[config.mk]
export PLATFORM = sky130hd
export DESIGN_NAME = sr_cmd_gen_flat
export DESIGN_NICKNAME = d
export VERILOG_FILES = /design/src/rtl/sr_cmd_if.sv /design/src/rtl/sr_cmd_gen.sv /design/src/flat_wrapper.sv
export SDC_FILE = /design/constraint.sdc
export NUM_CORES = 1
export LEC_CHECK = 0
export ABC_AREA = 1
export CAP_MARGIN = 20
export CORE_MARGIN = 2
export CORE_UTILIZATION = 30
export CTS_BUF_LIST = sky130_fd_sc_hd__clkbuf_8
export DETAILED_ROUTE_END_ITERATION = 10
export HOLD_SLACK_MARGIN = 0.06
export PLACE_DENSITY = 0.56
export SYNTH_ARGS = -nofsm -noshare
export SYNTH_HDL_FRONTEND = slang
export SYNTH_SLANG_ARGS = --single-unit
[constraint.sdc]
create_clock -name clk -period 1.05 [get_ports clk]
set_input_delay 0.1575 -clock clk [delete_from_list [all_inputs] [get_ports clk]]
set_output_delay 0.1575 -clock clk [all_outputs]
set_load 0.1 [all_outputs]
[src/rtl/sr_cmd_if.sv]
// Interface carrying the raw button inputs and the registered SR command.
// The generator connects through the master modport; the consumer uses the slave modport.
interface sr_cmd_if;
  logic       set_btn;
  logic       rst_btn;
  logic [1:0] sr;
  logic       sr_valid;
  logic       set_pend;

  modport master (input set_btn, input rst_btn, output sr, output sr_valid, output set_pend);
  modport slave  (output set_btn, output rst_btn, input sr, input sr_valid, input set_pend);
endinterface

[src/rtl/sr_cmd_gen.sv]
// Synchronizes and debounces the set and reset buttons, then turns the rising edges into one-cycle SR commands.
// A reset command always wins; a set that collides with a reset is deferred for one cycle.
module sr_cmd_gen #(
  parameter int unsigned DB_CYCLES = 4
) (
  input  logic    clk,
  input  logic    rst,
  sr_cmd_if.master bus
);

  localparam int unsigned CW = $clog2(DB_CYCLES) + 1;
  localparam int RST_CH = 0;
  localparam int SET_CH = 1;

  typedef enum logic [1:0] {
    CMD_HOLD  = 2'b00,
    CMD_RESET = 2'b01,
    CMD_SET   = 2'b10
  } cmd_e;

  logic [1:0]    raw;
  logic [1:0]    sync1;
  logic [1:0]    sync2;
  logic [1:0]    db;
  logic [1:0]    db_prev;
  logic [1:0]    rise;
  logic [CW-1:0] cnt [2];
  cmd_e          sr_q;
  logic          sr_valid_q;
  logic          set_pend_q;

  assign raw  = {bus.set_btn, bus.rst_btn};
  assign rise = db & ~db_prev;

  always_ff @(posedge clk) begin
    // NOTE: every register here uses non-blocking assignment so all state samples pre-edge values.
    if (rst) begin
      sync1      <= '0;
      sync2      <= '0;
      db         <= '0;
      db_prev    <= '0;
      // NOTE: the counter array is small control state, not storage, so it is reset like any flop.
      for (int i = 0; i < 2; i++) cnt[i] <= '0;
      sr_q       <= CMD_HOLD;
      sr_valid_q <= 1'b0;
      set_pend_q <= 1'b0;
    end else begin
      sync1   <= raw;
      sync2   <= sync1;
      db_prev <= db;

      for (int i = 0; i < 2; i++) begin
        if (sync2[i] == db[i]) begin
          cnt[i] <= '0;
        end else if (cnt[i] == CW'(DB_CYCLES - 1)) begin
          db[i]  <= sync2[i];
          cnt[i] <= '0;
        end else begin
          cnt[i] <= cnt[i] + CW'(1);
        end
      end

      // Reset wins; a colliding set is parked in set_pend and issued once no reset is asked for.
      if (rise[RST_CH]) begin
        sr_q       <= CMD_RESET;
        sr_valid_q <= 1'b1;
        set_pend_q <= set_pend_q | rise[SET_CH];
      end else if (rise[SET_CH] || set_pend_q) begin
        sr_q       <= CMD_SET;
        sr_valid_q <= 1'b1;
        set_pend_q <= 1'b0;
      end else begin
        sr_q       <= CMD_HOLD;
        sr_valid_q <= 1'b0;
      end
    end
  end

  assign bus.sr       = sr_q;
  assign bus.sr_valid = sr_valid_q;
  assign bus.set_pend = set_pend_q;

endmodule

[src/flat_wrapper.sv]
// flat-port wrapper written by rule: the top's interface ports become plain ports
module sr_cmd_gen_flat 
#(
  parameter int unsigned DB_CYCLES = 4
)
  (clk, rst, bus_set_btn, bus_rst_btn, bus_sr, bus_sr_valid, bus_set_pend);
  sr_cmd_if bus_i ();
  input  logic clk;
  input  logic rst;
  input wire logic [$bits(bus_i.set_btn)-1:0] bus_set_btn;
  input wire logic [$bits(bus_i.rst_btn)-1:0] bus_rst_btn;
  output wire logic [$bits(bus_i.sr)-1:0] bus_sr;
  output wire logic [$bits(bus_i.sr_valid)-1:0] bus_sr_valid;
  output wire logic [$bits(bus_i.set_pend)-1:0] bus_set_pend;
  assign bus_i.set_btn = bus_set_btn;
  assign bus_i.rst_btn = bus_rst_btn;
  assign bus_sr = bus_i.sr;
  assign bus_sr_valid = bus_i.sr_valid;
  assign bus_set_pend = bus_i.set_pend;
  sr_cmd_gen #(.DB_CYCLES(DB_CYCLES)) u_core (.clk(clk), .rst(rst), .bus(bus_i));
endmodule
==> metrics <==
status complete, but fails checks; failing checks setup timing; nature of the critical path endpoint register; number of port buffers 7; GRT overflow 0; clk buf depth 2; DRC Markers 0; Layout fillers 226; initial antenna violation count 0; WHS Endpoint u_core.sync2[1]; worst reg-to-reg setup slack -0.13 ns; slowest CP cell edfxtp_1; drt wl/cell 8.355 um; minimum clock period 1.177 ns; H-tree levels 1; Initial Utilization 32.46%; Detailed Routing Iterations Pass 1 4; FF+latch count, synth 18; kind of start point of the critical path register; Post-Synthesis Cell Area 732.0 um2; DP Wirelength 774.1 um; final wirelength 1036 um; Pwr Total 1372 uW; row count 17; diodes inserted 0; Cell Chain, Critical Path ha_2 -> ha_4 -> nor2_4 -> nand3_4 -> nor2_2; vias per cell 3.847; critical path class register to register; Clock Skew 0.002816 ns; post-synth cell types 13; delay-heaviest family, CP flip-flops; ANT nets after route 0; Data required, critical path 1.17 ns; Buffers & Inverters on Critical Path 0; clock transition at the registers of the reported paths 0.06 ns; Fmax 0.8499 GHz; Comb power frac 10.6%; crit path max fanout 3; Core ar. 2255 um2; Avg Inst Size Synth 9.384 um2; height of the chip 53.40 um; CP arrival 1.29 ns; switching share of power 22.38%; worst-case vdd ir drop 929.2 uV; Reg-to-Reg Start u_core.cnt[0][0]; Min-Delay Path Class register to register; All-Layer GR Usage 9.941%; NetSw 307.1 uW; Num CTS Buffers 3; sequential share of power 55.4%; FF-to-FF End u_core.cnt[0][1]; P_int 1065 uW; R2R depth 5; CTS tree done; Initial DRC Count 7; Num Clock Sinks 18; layout cells sized above 1 31.25%; Final Hold Viols 0; Cells after Synth 78; Chip Width 53.40 um; sequential-to-total area share from yosys stat 57.44%; Slew Limit Fails 0; Ys Warns 0; commonest cells after routing, fill and taps aside 20 x inv_1, 13 x nor2_1, 8 x nand2_1, 8 x dfxtp_1; vias in the first global route 442; commonest non-fill, non-tap cell in the layout inv_1; final worst path period share 112.1%; largest net degree at the start of global routing 10; hold_sp u_core.sync1[1]; first-pass GRT wire length 1856 um; max-capacitance violation count 0; Final GP Congestion 0.6286; via count of the routed design 477; hold path cells 2; RSZ-0062 raised after global routing true; IO Pins 8; Leak 0.0004382 uW; Die Area 2851 um2; pwr/cell area 1359 nW/um2; Final #Nets 106; worst-skew pair later-pin latency 0.25 ns; clock share of power 34.0%; Final Util 44.78%; CTS Hold Bufs 0; clock root cell clkbuf_8; Area Overhead vs Synth 37.95%; Final setup viols 7; Worst Slack Setup Final -0.1266 ns; Max stage delay on crit path 0.39 ns
-- final cells by class --
cell class              count  area (um2)  area share (%)
multi-input cells          44       292.8           29.00
inverters                  20       75.07           7.435
clock buffers               3       41.29           4.089
flip-flops and latches     18       425.4           42.13
repair buffers             11       140.1           13.88
well taps                  28       35.03           3.470
-- flip-flops by register name, indices dropped and copies added (netlist names) --
name                 flops
u_core.bus.sr            2
u_core.sync1             2
u_core.bus.sr_valid      1
u_core.db                2
u_core.sync2             2
u_core.db_prev           2
u_core.bus.set_pend      1
u_core.cnt               6
-- power by group through the flow --
stage,Sequential [uW],Combinational (uW),Clock (uW)
finish,761,145,466
global route,763,164,512
CTS,761,139,486
detailed placement,776,136,0
global placement,774,133,0
floorplan,796,69.8,0
-- synth_stat cells (all sizes together) --
library cell | count | area, um2
edfxtp | 6 | 180.2
inv | 20 | 75.07
o21ai | 3 | 15.01
nand2 | 9 | 36.29
nand3 | 2 | 20.02
buf | 1 | 11.26
nor2 | 20 | 100.1
ha | 4 | 50.05
conb | 1 | 3.750
dfxtp | 12 | 240.2
-- worst max path at each step --
stage                startpoint               end  depth (start not counted)
2_1_floorplan  u_core.cnt[1][0]  u_core.cnt[1][1]                          5
3_3_place_gp                rst  u_core.cnt[1][2]                          5
3_5_place_dp                rst  u_core.cnt[1][2]                          5
4_1_cts        u_core.cnt[0][0]  u_core.cnt[0][2]                          5
5_1_grt        u_core.cnt[0][0]  u_core.cnt[0][1]                          5
6_report       u_core.cnt[0][0]  u_core.cnt[0][1]                          5
-- stage by stage --
step	instance area, um2	instances	setup TNS (ns)	hold WS [ns]	setup slack [ns]
3_5_place_dp	942.2	120	-1.418	0.3984	-0.1623
4_1_cts	991.0	124	-0.7872	0.4088	-0.1304
2_1_floorplan	785.8	83	-0.1743	0.2645	-0.03665
5_1_grt	1010	124	-1.233	0.4140	-0.2218
3_3_place_gp	942.2	120	-1.216	0.3915	-0.1492
6_report	1010	124	-0.6543	0.4015	-0.1266
-- cells by family (layout without fill, tap and decap cells) --
logic type | after synthesis | after routing | synth area share, %
other | 1 | 6 | 0.5123
adder cells (fa/ha/maj) | 4 | 4 | 6.838
AND/OR/NAND/NOR | 31 | 31 | 21.37
flip-flops | 18 | 18 | 57.44
AO/OA/AOI/OAI | 3 | 3 | 2.051
buffers and inverters | 21 | 34 | 11.79
-- what timing repair did --
item	CTS	global route
resized for setup	1	5
setup buffers	1	0
setup endpoints to repair	8	8
pin swaps	5	3
-- worst reg2reg max path: cells and delay by family, from the launching register on --
kind,cells,cell delay (ns)
flops,1,0.39
fa+ha+maj,2,0.37
simple gates,3,0.28
-- per-layer routing --
layer | GRT usage [%] | up-vias | part of all wire, %
met4 | 10.26 | 0 | 3.3
met5 | 0 | - | 0
met1 | 10.10 | 206 | 46
met3 | 2.542 | 2 | 3.6
li1 | - | 258 | -
met2 | 15.84 | 11 | 47
Note: power is estimated with default switching activity, not from simulation.
==> edit 1: new RTL, config.mk and constraints unchanged <==
`DB_CYCLES` is set to 4 in 2 places; all go to 8.
--- a/src/rtl/sr_cmd_gen.sv
+++ b/src/rtl/sr_cmd_gen.sv
@@ -2,5 +2,5 @@
 // A reset command always wins; a set that collides with a reset is deferred for one cycle.
 module sr_cmd_gen #(
-  parameter int unsigned DB_CYCLES = 4
+  parameter int unsigned DB_CYCLES = 8
 ) (
   input  logic    clk,
--- a/src/flat_wrapper.sv
+++ b/src/flat_wrapper.sv
@@ -2,5 +2,5 @@
 module sr_cmd_gen_flat 
 #(
-  parameter int unsigned DB_CYCLES = 4
+  parameter int unsigned DB_CYCLES = 8
 )
   (clk, rst, bus_set_btn, bus_rst_btn, bus_sr, bus_sr_valid, bus_set_pend);
Check against the original RTL: not equivalent (Yosys sat finds a counterexample within 10 cycles, from zero or initial values and one cycle with rst high).
==> edit 1 against the unedited design <==
The run still ends with negative setup slack left. First-iteration DRC count rose by 14%. Utilization up 3.2 points. Critical endpoint unchanged. Sequential power is 12% higher. Sequential cell count up 2. Clock power rose by 66%. Setup slack gained 0.088 ns. Synthesized area rose by 9.2%. Synthesized cell count rose by 10%. Die area up 8.5%. Routed wire length rose by 29%. Power grew 29%. Global-route usage grew 0.14 points. Cell area up 19%.
==> edit 1: results (changes against the unedited design) <==
Power and ir drop
  • Max rail drop VDD: 1.07 mV (+15%)
  • Clk network pwr share: 43.7% (+9.7 points)
  • Clock group power: 0.773 mW (+66%)
  • Comb pwr share: 7.9% (-2.7 points)

Final layout
  • Max reg flops: 8 (+2)
  • Storage element area: 485 um2 (+14%)
  • Share of post-route cells with drive strength above 1: 34.5% (+3.3 points)
  • Layout non-clock buf frac: 14.2% (+0.32 points)
  • Plain + repair buffers: 14 (+3)
  • Multi-input gate area: 389 um2 (+33%)
  • Multi-Input Combinational: 60 (+36%)
  • Total Nets Final: 117 (+10%)
  • Invs w/o clock: 12 (-40%)
  • ClkCell Share: 5.95% (+1.9 points)

Setup path
  • Worst path max stage delay: 0.45 ns (+0.06 ns)
  • Arr. time, crit path: 1.22 ns (-0.07 ns)
  • Critical path peak fanout: 4 (+1)

Routing
  • Drt via density: 4.23 (+9.9%)
  • Initial drt markers: 8 (+1)
  • Routed WL: 1340 um (+29%)

Logic synthesis
  • Complex-gate fraction of the synthesized area: 2.82% (+0.77 points)
  • Synth cell types: 17 (+4)
  • Top cells by area, synth: dfxtp_1 (30%), edfxtp_1 (30%), nor2_1 (11%), nand2_1 (5.6%), inv_1 (4.2%)
  • Synth cell count leaders: nor2_1 (23), dfxtp_1 (12), nand2_1 (12), inv_1 (9), edfxtp_1 (8)
  • Sequential-to-total area share from yosys stat: 60.1% (+2.7 points)

Global route
  • Vias in the first global route: 581 (+31%)
  • Largest net degree at the start of global routing: 13 (+3)
  • GRT Total Usage: 10.1% (+0.14 points)

Run status
  • Outcome: finished with violations
  • Failing checks: negative setup slack

STA
  • Worst setup margin: -0.0390 ns (+0.0876 ns)
  • Final Setup Violations: 8 (+1)

Placed design
  • RePlAce Congestion: 0.705 (+12%)
  • Dpl cells: 136 (+13%)
  • HPWL after DPL: 911 um (+18%)

Clock network
  • Clock transition at the registers of the reported paths: 0.08 ns (+0.02 ns)

Floorplanning
  • Die ar.: 3090 um2 (+8.5%)
edit 1: per-layer routing:
metal,wire length (um),part of all wire [%],global-route usage [%],vias to the layer above
met1,574,43,11.4,267
met4,40,3.0,10.5,0
met3,51,3.8,2.09,4
met5,0,0,0,-
li1,-,-,-,309
met2,675,50,15.1,12
edit 1: timing repair:
action / in CTS / in global routing
endpoints found under the setup margin: 8 / 8
resized for setup: 4 / 11
setup buffers: 0 / 0
pin swaps: 1 / 4
edit 1: final timing paths:
kind / startpoint / to / slack, ns / cells after the start
max: u_core.cnt[0][1] / u_core.cnt[0][1] / -0.04 / 4
min: bus_set_btn / u_core.sync1[1] / 0.41 / 3
max reg2reg: u_core.cnt[0][1] / u_core.cnt[0][1] / -0.04 / 4
min reg2reg: u_core.sync1[0] / u_core.sync2[0] / 0.41 / 2
edit 1: worst max-delay path, delay by kind of cell (launching register included):
| kind | cells | cell delay, ns |
|---|---|---|
| adders and majority gates | 1 | 0.21 |
| and+or+nand+nor | 3 | 0.30 |
| DFF | 1 | 0.45 |
==> edit 2: new RTL, config.mk and constraints unchanged <==
Without the edit above. Make the reset (`rst`) asynchronous in one clocked block.
--- a/src/rtl/sr_cmd_gen.sv
+++ b/src/rtl/sr_cmd_gen.sv
@@ -33,5 +33,5 @@
   assign rise = db & ~db_prev;
 
-  always_ff @(posedge clk) begin
+  always_ff @(posedge clk or posedge rst) begin
     // NOTE: every register here uses non-blocking assignment so all state samples pre-edge values.
     if (rst) begin
Formal check against the unedited RTL: differs if rst is asserted again (counterexample within 10 cycles, from zero or initial values and one cycle with rst high); with rst held inactive, the same outputs for 10 cycles.
==> edit 2 against the unedited design <==
Global-route usage shrank 1.7 points. Critical path type is now reg -> out. Sequential cell count is the same. Synthesized cell count shrank 15%. Via count shrank 12%. First-iteration DRC count shrank 29%. Setup slack gained 0.17 ns. Routed wire length shrank 22%. Cell area shrank 15%. Synthesized area shrank 9.9%. Clock skew grew 0.0024 ns. Hold slack lost 0.20 ns. Largest cell class unchanged.
Power is not compared: it rests on default switching activity, and its combinational part moved more than twofold at a synthesized area within 25%.
==> edit 2: results (changes against the unedited design) <==
Clock network
  • Num CTS Buffers: 3 (unchanged)
  • CTS resizes: 0 (-1)
  • Clk root buf: clkbuf_8
  • Clock Latency Late Sink: 0.25 ns (about the same)
  • Post-CTS setup repair buffer count: 0 (-1)
  • Clock transition at the registers of the reported paths: 0.06 ns (about the same)
  • CTS H-Tree Depth: 1 (unchanged)

Logic synthesis
  • Top cells by area, synth: dfrtp_1 (68%), nand2_1 (9.7%), inv_1 (8.0%), nor2_1 (4.0%), ha_1 (3.8%)
  • Post-synthesis adder-cell area fraction: 3.80% (-3.0 points)
  • Post-synth top flop: dfrtp_1
  • Syn Inst Count: 66 (-15%)
  • Synth Area in XOR/XNOR: 0% (unchanged)
  • Complex-gate fraction of the synthesized area: 1.52% (-0.53 points)
  • Synth cell types: 9 (-4)
  • Sequential-to-total area share from yosys stat: 68.3% (+11 points)
  • Synth cell count leaders: dfrtp_1 (18), nand2_1 (17), inv_1 (14), nor2_1 (7), nand3_1 (3)
  • Mux cell area share after synthesis: 0% (unchanged)
  • Async SR Flop Fraction: 100% (+100 points)

Setup path
  • Worst Reg-to-Reg Cells: 4 (-1)
  • Flop-to-flop setup slack: 0.12 ns (+0.25 ns)
  • Arr. time, crit path: 0.85 ns (-0.44 ns)
  • Reg-to-reg endpoint: u_core.cnt[1]
  • Crit path to: bus_set_pend
  • Critical path peak fanout: 2 (-1)
  • Worst Setup SP: u_core.bus.set_pend
  • Worst path max stage delay: 0.42 ns (+0.03 ns)
  • Slowest CP cell: dfrtp_2
  • Beginning of the worst register-to-register path: u_core.cnt[0]

Final layout
  • # fillers: 203 (-10%)
  • Share of post-route cells with drive strength above 1: 15.4% (-16 points)
  • Total Nets Final: 85 (-20%)
  • Non-filler cells, final: 105 (-15%)

Global route
  • Antenna violations before repair: 0 (unchanged)
  • GRT Total Usage: 8.22% (-1.7 points)
  • First-pass GRT wire length: 1410 um (-24%)
  • Largest net degree at the start of global routing: 19 (+9)
  • Vias in the first global route: 375 (-15%)

Placed design
  • RePlAce Congestion: 0.653 (+3.8%)
  • HPWL after DPL: 612 um (-21%)
  • Dpl cells: 101 (-16%)
  • Buffers on Ports: 7 (unchanged)

Routing
  • Routed WL: 803 um (-22%)
  • WL met2: 387 um (-20%)
  • Initial drt markers: 5 (-2)
  • First-pass iteration count of the detailed router: 2 (-2)
  • Drt via density: 4.00 (+4.0%)
  • Met3 WL post-DR: 30 um (-19%)
  • DRT met1 WL: 327 um (-32%)

STA
  • Clock skew: 0.00519 ns (+0.00238 ns)
  • Measured slew at the worst slew-check pin: roughly 0.22 ns

Run status
  • Outcome: finished, final reports clean

Min path
  • Hold crit path type: in -> async

Power and ir drop
  • Lkg Pwr: 0.441 nW
==> edit 2: cell types whose count changed in the layout (fill, tap and decap cells not counted), moves of 6 or more <==
cell	before	now
conb_1	6	0
nor2_1	13	7
dfrtp_1	0	17
dfxtp_1	8	0
edfxtp_1	6	0
nand2_1	8	17
==> edit 2: metrics by stage <==
| stage | setup WS, ns | hold WS, ns | instance area [um2] |
|---|---|---|---|
| after CTS | 0.0374 | 0.211 | 857 |
| after global routing | 0.0293 | 0.236 | 857 |
| final | 0.0468 | 0.203 | 857 |
| after detailed placement | 0.124 | 0.336 | 812 |
| after global placement | 0.156 | 0.332 | 812 |
| after floorplan | 0.00925 | 0.0960 | 661 |
==> edit 2: where the power goes <==
group          switching (mW)  total (mW)  internal (mW)
sequential              0.135        1.03          0.895
combinational           0.672        1.05          0.379
clock                   0.214       0.474          0.260
==> edit 2: kinds of logic (layout without fill, tap and decap cells) <==
kind of cell / after synthesis / count (layout)
fa+ha+maj: 2 / 2
simple gates: 29 / 29
flops: 18 / 18
compound gates: 2 / 2
buf+inv: 15 / 27
==> edit 2: layout make-up <==
| type | count | area, um2 | area share, % |
|---|---|---|---|
| Timing Repair Buffer | 8 | 118 | 13.7 |
| Clock inverter | 1 | 3.75 | 0.438 |
| Clock buffer | 3 | 41.3 | 4.82 |
| Tap cell | 27 | 33.8 | 3.94 |
| Inverter | 15 | 56.3 | 6.57 |
| Multi-Input combinational cell | 33 | 153 | 17.8 |
| Sequential cell | 18 | 452 | 52.7 |
==> edit 2: worst min-delay path: cells and delay by family <==
kind	cells	cell delay, ns
buffers and inverters	3	0.67
==> edit 2: routing by layer <==
metal,vias up,global-route usage (%)
met4,0,12.2
met2,12,12.3
met1,188,7.88
met3,5,1.75
li1,215,-
met5,-,0
